## src/rtl/addsub_mul_ctrl_pkg.sv

```systemverilog
// Shared widths and state encoding for the shift-add multiplier controller.
package addsub_mul_ctrl_pkg;

    localparam int unsigned MUL_W  = 4;
    localparam int unsigned PROD_W = 8;
    localparam int unsigned CNT_W  = 2;
    localparam int unsigned ST_W   = 2;

    localparam logic [ST_W-1:0] ST_IDLE = 2'd0;
    localparam logic [ST_W-1:0] ST_CALC = 2'd1;
    localparam logic [ST_W-1:0] ST_DONE = 2'd2;

endpackage

```

## src/rtl/addsub_mul_ctrl_if.sv

```systemverilog
// Start/busy/done handshake and operand/result bus of the multiplier controller.
interface addsub_mul_ctrl_if;

    logic                                      start;
    logic [addsub_mul_ctrl_pkg::MUL_W-1:0]     a;
    logic [addsub_mul_ctrl_pkg::MUL_W-1:0]     b;
    logic                                      busy;
    logic                                      done;
    logic [addsub_mul_ctrl_pkg::PROD_W-1:0]    product;
    logic [addsub_mul_ctrl_pkg::CNT_W-1:0]     iter;

    modport master (output start, a, b, input busy, done, product, iter);
    modport slave  (input start, a, b, output busy, done, product, iter);

endinterface

```

## src/rtl/addsub_mul_ctrl_addsub.sv

```systemverilog
// Existing W-bit adder/subtractor: m=0 adds, m=1 subtracts; c is carry-out, v signed overflow.
module addsub #(
    parameter int unsigned W = 4
) (
    input  logic [W-1:0] a,
    input  logic [W-1:0] b,
    input  logic         m,
    output logic [W-1:0] s,
    output logic         c,
    output logic         v
);

    logic [W-1:0] b_eff;
    logic [W:0]   sum;

    assign b_eff = b ^ {W{m}};
    assign sum   = {1'b0, a} + {1'b0, b_eff} + (W+1)'(m);
    assign s     = sum[W-1:0];
    assign c     = sum[W];
    assign v     = (a[W-1] == b_eff[W-1]) && (s[W-1] != a[W-1]);

endmodule

```

## src/rtl/addsub_mul_ctrl.sv

```systemverilog
// Sequential 4x4 unsigned shift-add multiplier time-sharing one addsub instance.
module addsub_mul_ctrl
    import addsub_mul_ctrl_pkg::*;
#(
    parameter int unsigned N_ITER = 4
) (
    input  logic               clk,
    input  logic               rst_n,
    addsub_mul_ctrl_if.slave   bus
);

    if (N_ITER != MUL_W) begin : g_bad_n_iter
        $error("addsub_mul_ctrl: N_ITER must equal the addsub width");
    end

    logic [ST_W-1:0]   state, state_nxt;
    logic [MUL_W-1:0]  mcand, mcand_nxt;
    logic [MUL_W-1:0]  acc_hi, acc_hi_nxt;
    logic [MUL_W-1:0]  acc_lo, acc_lo_nxt;
    logic [CNT_W-1:0]  cnt, cnt_nxt;
    logic [PROD_W-1:0] product_q, product_nxt;
    logic              busy_q, busy_nxt;
    logic              done_q, done_nxt;

    logic [MUL_W-1:0]  add_b;
    logic [MUL_W-1:0]  add_s;
    logic              add_c;
    logic              add_v_unused;
    logic [PROD_W-1:0] shifted;

    // Partial product: add mcand only when the current multiplier bit is set
    assign add_b = acc_lo[0] ? mcand : '0;

    addsub #(.W(MUL_W)) u_addsub (
        .a (acc_hi),
        .b (add_b),
        .m (1'b0),
        .s (add_s),
        .c (add_c),
        .v (add_v_unused)
    );

    // Carry is the 9th bit of the partial sum; dropping acc_lo[0] is the right shift
    assign shifted = {add_c, add_s, acc_lo[MUL_W-1:1]};

    always_comb begin
        state_nxt   = state;
        mcand_nxt   = mcand;
        acc_hi_nxt  = acc_hi;
        acc_lo_nxt  = acc_lo;
        cnt_nxt     = cnt;
        product_nxt = product_q;
        busy_nxt    = 1'b0;
        done_nxt    = 1'b0;

        case (state)
            ST_IDLE: begin
                if (bus.start) begin
                    mcand_nxt  = bus.a;
                    acc_lo_nxt = bus.b;
                    acc_hi_nxt = '0;
                    cnt_nxt    = '0;
                    busy_nxt   = 1'b1;
                    state_nxt  = ST_CALC;
                end
            end
            ST_CALC: begin
                {acc_hi_nxt, acc_lo_nxt} = shifted;
                cnt_nxt                  = cnt + 1'b1;
                if (cnt == CNT_W'(N_ITER - 1)) begin
                    product_nxt = shifted;
                    done_nxt    = 1'b1;
                    state_nxt   = ST_DONE;
                end else begin
                    busy_nxt    = 1'b1;
                end
            end
            ST_DONE: begin
                state_nxt = ST_IDLE;
            end
            default: begin
                state_nxt = ST_IDLE;
            end
        endcase
    end

    always_ff @(posedge clk or negedge rst_n) begin
        if (!rst_n) begin
            state     <= ST_IDLE;
            mcand     <= '0;
            acc_hi    <= '0;
            acc_lo    <= '0;
            cnt       <= '0;
            product_q <= '0;
            busy_q    <= 1'b0;
            done_q    <= 1'b0;
        end else begin
            state     <= state_nxt;
            mcand     <= mcand_nxt;
            acc_hi    <= acc_hi_nxt;
            acc_lo    <= acc_lo_nxt;
            cnt       <= cnt_nxt;
            product_q <= product_nxt;
            busy_q    <= busy_nxt;
            done_q    <= done_nxt;
        end
    end

    assign bus.busy    = busy_q;
    assign bus.done    = done_q;
    assign bus.product = product_q;
    assign bus.iter    = cnt;

endmodule

```

## src/flat_wrapper.sv

```systemverilog
// flat-port wrapper written by rule: the top's interface ports become plain ports
module addsub_mul_ctrl_flat import addsub_mul_ctrl_pkg::*;
#(
    parameter int unsigned N_ITER = 4
)
  (clk, rst_n, bus_start, bus_a, bus_b, bus_busy, bus_done, bus_product, bus_iter);
  addsub_mul_ctrl_if bus_i ();
  input  logic clk;
  input  logic rst_n;
  input wire logic [$bits(bus_i.start)-1:0] bus_start;
  input wire logic [$bits(bus_i.a)-1:0] bus_a;
  input wire logic [$bits(bus_i.b)-1:0] bus_b;
  output wire logic [$bits(bus_i.busy)-1:0] bus_busy;
  output wire logic [$bits(bus_i.done)-1:0] bus_done;
  output wire logic [$bits(bus_i.product)-1:0] bus_product;
  output wire logic [$bits(bus_i.iter)-1:0] bus_iter;
  assign bus_i.start = bus_start;
  assign bus_i.a = bus_a;
  assign bus_i.b = bus_b;
  assign bus_busy = bus_i.busy;
  assign bus_done = bus_i.done;
  assign bus_product = bus_i.product;
  assign bus_iter = bus_i.iter;
  addsub_mul_ctrl #(.N_ITER(N_ITER)) u_core (.clk(clk), .rst_n(rst_n), .bus(bus_i));
endmodule
```

## config.mk

```make
export PLATFORM = sky130hd
export DESIGN_NAME = addsub_mul_ctrl_flat
export DESIGN_NICKNAME = d
export VERILOG_FILES = /design/src/rtl/addsub_mul_ctrl_pkg.sv /design/src/rtl/addsub_mul_ctrl_if.sv /design/src/rtl/addsub_mul_ctrl_addsub.sv /design/src/rtl/addsub_mul_ctrl.sv /design/src/flat_wrapper.sv
export SDC_FILE = /design/constraint.sdc
export NUM_CORES = 1
export LEC_CHECK = 0
export CAP_MARGIN = 20
export CORE_UTILIZATION = 40
export CTS_BUF_LIST = sky130_fd_sc_hd__clkbuf_4 sky130_fd_sc_hd__clkbuf_8
export DETAILED_ROUTE_END_ITERATION = 6
export PLACE_DENSITY = 0.65
export SLEW_MARGIN = 20
export SYNTH_ARGS = -nofsm -noshare
export SYNTH_HDL_FRONTEND = slang
export SYNTH_SLANG_ARGS = --single-unit
```

## constraint.sdc

```tcl
create_clock -name clk -period 1.6 [get_ports clk]
set_input_delay 0.32 -clock clk [delete_from_list [all_inputs] [get_ports clk]]
set_output_delay 0.32 -clock clk [all_outputs]
set_load 0.005 [all_outputs]
```

==> results_dict.tcl, run 1 <==
set metrics [dict create \
    grt_first_pass_wirelength_um 4000 \
    clkPwrFrac_pct 10.0 \
    ioPinCount 23 \
    max_freq_mhz 636 \
    maxSlewHeadroom_pct 69.5 \
    outcome "finished clean" \
    fin_crit_sh_pct 98.3 \
    synth_flop_cell "dfrtp_1" \
    grt_setup_unrepaired "true" \
    die_w_um 56.6 \
    syn-num-nets 122 \
    power.share.switching_pct 35.0 \
    dp_hpwl_um 1770 \
    grt_overflow 0 \
    drv_slew 0 \
    worst_pin_slew_ns 0.458 \
    peakVddDrop_v 0.000934 \
    die_h_um 56.6 \
    htree_levels 1 \
    fin_skew_ns 0.00597 \
    critPathKind "flop to flop" \
    antennaDiodeCount 0 \
    critPathArrivalTime_ns 1.79 \
    path_buf_inv 0 \
    drtIter0Drc 20 \
    cp-start-kind "flop" \
    routedWlPerCell_um 14.0 \
    track_usage_pct 16.7 \
    cts_buffer_depth 2 \
    clock_sinks 26 \
    worst_slack_ns 0.0266 \
    cap_viol_max_count 0 \
    synth_cell_types 26 \
    hp-class "input port to asynchronous set/reset pin" \
    cpPeakStageDelay_ns 0.42 \
    cts_buffers 3 \
    p_leak_uw 0.000770 \
    rows 19 \
    grt_max_degree 27 \
    path_clk_slew_ns 0.13 \
    internal_power_uw 1770 \
    nNetsFinal 156 \
    port_buffers 22 \
    p_switching_uw 955 \
    path_delay_family "adder cells" \
    synth_edf_count 0 \
    place_inst 163 \
    drive_gt1_share_pct 19.7 \
    yosysSeqAreaShare_pct 54.6 \
    first_pass_iters 4 \
    cts_tree "built" \
    async_flop_share_pct 100 \
    layout.cells.non_filler 168 \
    syn-cell-area_um2 1190 \
    grt_pass1_vias 825 \
    synthTopCellsByArea "dfrtp_1 (55%), nand2_1 (8.2%), ha_1 (5.2%)" \
    dieArea_um2 3200 \
    setup_tns_ns 0 \
    start_util_pct 42.9 \
    antenna_found_initial 0 \
    avgSynthCellArea_um2 11.4 \
    vias_per_cell 5.38 \
    ys_ff_latch 26 \
    power.total_uw 2730 \
    num_vias 903 \
    ant_nets 0 \
    globalplace.congestion 0.769 \
    crit_chain "and2_4, ha_4, fa_2, a21o_1, a21oi_2, o21ai_1" \
    synth_common_cells "dfrtp_1 (26), nand2_1 (26), o21ai_0 (8)" \
    finalHoldViolCount 0 \
    synth_cells 105 \
    routed_wl_um 2360 \
    finalSetupViolations 0 \
    yosysWarnings 0 \
    critPathSlowestCell "dfrtp_1" \
    cts_hold_buf 0 \
    core_area_um2 2780 \
    seq_power_share_pct 42.3 \
    post-route-drc-count 0 \
    p_per_area_nw_per_um2 1730 \
    cp.required_ns 1.82 \
    area_growth_pct 31.8 \
    cts_root_buffer "clkbuf_4" \
    yosys.area.top_type "dfrtp_1" \
    power.share.combinational_pct 47.7 \
    synthDominantCellAreaShare_pct 54.6 \
    period_minus_slack_ns 1.57 \
    place_ws_ns -0.0895 \
    end_kind "flop" \
    clk_latency_ns 0.32 \
    cp_max_fo 2 \
]
==> registers in the layout, summed over array words and instances (netlist names) <==
signal	flops
u_core.bus.iter	2
u_core.bus.busy	1
u_core.acc_hi	4
u_core.state	2
u_core.bus.done	1
u_core.bus.product	8
u_core.mcand	4
u_core.acc_lo	4
==> layout make-up <==
| cell class | count | area, um^2 |
|---|---|---|
| timing repair buffer | 32 | 304 |
| fill | 257 | 1210 |
| tap | 31 | 38.8 |
| clock buffer | 3 | 22.5 |
| inverter | 2 | 7.51 |
| multi-input combinational | 74 | 548 |
| sequential | 26 | 651 |
==> power by group through the flow <==
stage               Clock, uW  Combinational (uW)  Sequential [uW]
floorplan                   0                 727             1100
global placement            0                1170             1150
detailed placement          0                1200             1160
CTS                       283                1260             1150
global route              318                1430             1190
finish                    274                1300             1150
==> cell usage in the layout, fill, tap and decap left out, types with 4 or more instances in the layout <==
cell / Yosys / final
buf_4: 2 / 9
clkdlybuf4s50_1: 0 / 20
o21ai_0: 8 / 5
nand2_1: 26 / 26
dfrtp_1: 26 / 26
ha_1: 5 / 4
a22oi_1: 4 / 4
o21ai_1: 1 / 4
mux2_4: 4 / 4
==> logic make-up after synthesis <==
family / synth area share (%)
compound gates: 12.5
xor+xnor: 0.735
fa+ha+maj: 6.93
buf+inv: 2.83
flops: 54.6
mux: 5.04
simple gates: 17.4
==> timing repair <==
action,in CTS,in global routing
setup buffers,1,1
pin swaps,3,3
resized for setup,7,5
gates cloned,0,0
setup endpoints to repair,4,6
==> routing by layer <==
| metal | vias up | GRT usage [%] | part of all wire (%) |
|---|---|---|---|
| met3 | 4 | 2.30 | 3.3 |
| met1 | 448 | 20.7 | 45 |
| met4 | 0 | 7.32 | 1.5 |
| met2 | 19 | 28.9 | 50 |
| met5 | - | 0 | 0 |
| li1 | 432 | - | - |
==> final timing paths <==
path	startpoint	endpoint	slack, ns	cells past startpoint
max	u_core.mcand[0]$_DFFE_PN0P_	u_core.bus.product[7]$_DFFE_PN0P_	0.03	6
min	rst_n	u_core.bus.iter[1]$_DFFE_PN0P_	0.34	2
max reg2reg	u_core.mcand[0]$_DFFE_PN0P_	u_core.bus.product[7]$_DFFE_PN0P_	0.03	6
min reg2reg	u_core.bus.product[1]$_DFFE_PN0P_	u_core.bus.product[1]$_DFFE_PN0P_	0.49	2
max in group asynchronous	rst_n	u_core.bus.product[6]$_DFFE_PN0P_	1.01	2
min in group clk	u_core.bus.product[1]$_DFFE_PN0P_	u_core.bus.product[1]$_DFFE_PN0P_	0.49	2
==> metrics by stage <==
stage               hold slack, ns  utilization [%]  instance area (um^2)
finish                       0.342             56.5                  1570
CTS                          0.351             55.5                  1540
global route                 0.359             56.5                  1570
detailed placement           0.462             53.5                  1490
floorplan                   0.0244                -                  1190
global placement             0.460             53.5                  1490
Power figures use the tool's default switching activity.
==> run 2, diff against run 1 <==
- ABC_AREA: not set -> 1
- CTS_CLUSTER_DIAMETER: not set -> 200
==> run 2 against run 1 <==
Sequential share of layout area is 0.23 points higher. Sequential power hardly changed. Utilization is 0.31 points lower. First-iteration DRC count is 110% higher. Critical endpoint is now bus_iter[1]. Worst hold slack worse by 0.0048 ns. Register-to-register slack better by 0.06 ns. Design area is 0.56% lower. Wire length is 2.6% higher. Critical path depth is 5 lower. Critical path type is now flop to output pin. Clock power is 24% higher. Worst setup slack better by 0.024 ns.
==> results_dict.tcl, run 2 <==
set metrics [dict create \
    clock_sinks 26 \
    peakVddDrop_v 0.000935 \
    num_vias 933 \
    layout_commonest_cell "nand2_1" \
    synthMuxAreaShare_pct 0 \
    path_delay_family "buffers and inverters" \
    syn-cell-area_um2 1190 \
    cap_viol_max_count 0 \
    yosysSeqAreaShare_pct 54.5 \
    antenna_found_initial 0 \
    reg2reg_slack_ns 0.09 \
    place_ws_ns -0.0318 \
    port_buffers 22 \
    cp-start-kind "flop" \
    grt_overflow 0 \
    finalSetupViolations 0 \
    async_flop_share_pct 100 \
    grt_setup_unrepaired "false" \
    synth_cell_types 23 \
    placedInstanceArea_um2 1450 \
    worst_pin_slew_ns 0.623 \
    synth_most_common_cell "nand2_1" \
    nNetsFinal 176 \
    grt_max_degree 27 \
    r2r_end "u_core.acc_hi[3]$_DFFE_PN0P_" \
    synthDominantCellAreaShare_pct 54.5 \
    ys_ff_latch 26 \
    start_util_pct 43.0 \
    p_per_area_nw_per_um2 1900 \
    ioPinCount 23 \
    vias_per_cell 4.94 \
    routedWlPerCell_um 12.8 \
    power.share.combinational_pct 50.5 \
    first_pass_iters 5 \
    synth_flop_cell "dfrtp_1" \
    track_usage_pct 17.2 \
    critPathArrivalTime_ns 1.23 \
    yosys.area.top_type "dfrtp_1" \
    synth_top_family_by_area "simple AND/OR/NAND/NOR gates" \
    cpPeakStageDelay_ns 0.51 \
    end_kind "output pin" \
    cts_buffers 3 \
    cts_buffer_depth 2 \
    die_h_um 56.7 \
    fin_skew_ns 0.00134 \
    dieArea_um2 3210 \
    internal_power_uw 1810 \
    cp.required_ns 1.28 \
    critPathSlowestCell "clkdlybuf4s50_1" \
    max_freq_mhz 646 \
    grt_pass1_vias 989 \
    yosysWarnings 0 \
    layout_common_cells "nand2_1 (34), dfrtp_1 (26), clkdlybuf4s50_1 (22)" \
    rr_worst_depth 8 \
    drive_gt1_share_pct 19.0 \
    synth_cells 127 \
    cts_tree "built" \
    routed_wl_um 2420 \
    clk_latency_ns 0.33 \
    seq_power_share_pct 38.0 \
    dp_hpwl_um 1750 \
    cts_hold_buf 0 \
    synth-xor-area-share_pct 0.733 \
    hp-class "input port to asynchronous set/reset pin" \
    post-route-drc-count 0 \
    rows 19 \
    fin_crit_sh_pct 96.8 \
    finalHoldViolCount 0 \
    p_leak_uw 0.000785 \
    die_w_um 56.7 \
    synthAdderAreaFrac_pct 6.91 \
    grt_first_pass_wirelength_um 4210 \
    path_clk_slew_ns 0.14 \
    core_area_um2 2780 \
    drv_slew 0 \
    avgSynthCellArea_um2 9.41 \
    globalplace.congestion 0.763 \
    cts_root_buffer "clkbuf_4" \
    period_minus_slack_ns 1.55 \
    power.share.switching_pct 38.9 \
    maxSlewHeadroom_pct 58.2 \
    r2r-start "u_core.acc_lo[0]$_DFFE_PN0P_" \
    antennaDiodeCount 0 \
    htree_levels 1 \
    drtIter0Drc 41 \
    synth_edf_count 0 \
    p_switching_uw 1150 \
    synth-compound-area-share_pct 11.4 \
    outcome "finished clean" \
    syn-num-nets 144 \
    worst_slack_ns 0.0511 \
    yosys.area_share.simple_pct 19.1 \
    crit_chain "clkdlybuf4s50_1" \
    design_area_um2 1560 \
    area_growth_pct 30.8 \
    synth_common_cells "nand2_1 (35), dfrtp_1 (26), inv_1 (15)" \
    synthTopCellsByArea "dfrtp_1 (54%), nand2_1 (11%), ha_1 (5.2%)" \
    critPathKind "flop to output pin" \
    largest_reg_flops 8 \
    ant_nets 0 \
    clkPwrFrac_pct 11.4 \
    path_buf_inv 1 \
    cp_max_fo 3 \
]
[run 2: changes by cell type after synthesis, moves of 4 or more]
cell / change
inv_1: +14
nand2_1: +9
o21ai_0: -5
a22oi_1: -4
and2_1: -4
mux2_4: -4
nor2_1: +4
o21ai_1: +4
o21ai_2: +4
o22ai_1: +4
[run 2: cells by family (layout without fill, tap and decap cells)]
family	after synthesis	count (layout)
DFF	26	26
adders and majority gates	6	6
buffers and inverters	20	51
and+or+nand+nor	52	52
AOI/OAI and AO/OA	22	22
xor gates and xnor gates	1	1
[run 2: power by group through the flow]
stage	logic, uW	registers [uW]	clock network, uW
after floorplan	848	1120	0
after global placement	1280	1130	0
after detailed placement	1320	1150	0
after CTS	1400	1120	358
after global routing	1690	1160	375
final	1500	1130	339
[run 2: layer usage]
metal  vias up  GRT usage, %  routed length, um
met3         9          2.53                 64
met5         -             0                  0
li1        468             -                  -
met2        24          28.4               1150
met1       432          21.1               1120
met4         0          10.8                 82
[run 2: per-stage QoR]
| stage | total power, uW | TNS, ns | hold slack [ns] | util, % | cells |
|---|---|---|---|---|---|
| after global placement | 2420 | 0 | 0.457 | 52.2 | 180 |
| final | 2960 | 0 | 0.337 | 56.2 | 189 |
| after detailed placement | 2470 | -0.0500 | 0.466 | 52.2 | 180 |
| after CTS | 2880 | 0 | 0.331 | 54.5 | 187 |
| after floorplan | 1970 | 0 | 0.0244 | - | 127 |
| after global routing | 3230 | 0 | 0.352 | 56.2 | 189 |
[run 2: how the worst max path moves through the flow]
stage / cells after the start / to / startpoint
global placement: 8 / u_core.bus.product[7]$_DFFE_PN0P_ / u_core.acc_lo[0]$_DFFE_PN0P_
detailed placement: 8 / u_core.acc_hi[3]$_DFFE_PN0P_ / u_core.acc_lo[0]$_DFFE_PN0P_
global route: 9 / u_core.bus.product[6]$_DFFE_PN0P_ / u_core.acc_lo[0]$_DFFE_PN0P_
CTS: 8 / u_core.acc_hi[3]$_DFFE_PN0P_ / u_core.acc_lo[0]$_DFFE_PN0P_
finish: 1 / bus_iter[1] / u_core.bus.iter[1]$_DFFE_PN0P_
floorplan: 8 / u_core.acc_hi[3]$_DFFE_PN0P_ / u_core.acc_lo[0]$_DFFE_PN0P_
[run 2: layout make-up]
cell class | count | area [um^2]
fill | 248 | 1220
sequential | 26 | 651
multi-input combinational | 81 | 492
timing repair buffer | 29 | 273
inverter | 18 | 72.6
tap | 31 | 38.8
clock buffer | 4 | 36.3
[run 2: repair_timing]
item / in CTS / in global routing
pin swaps: 1 / 0
endpoints found under the setup margin: 3 / 7
buffers inserted: 3 / 2
gates resized for setup: 1 / 8
[run 2: worst register-to-register path, cell delays in order, from the launching register on]
cell,delay [ns]
dfrtp_1,0.42
nand2_1,0.07
inv_1,0.04
ha_2,0.18
fa_2,0.36
a21oi_2,0.14
o21bai_1,0.09
nand2_1,0.07
nand2_1,0.05
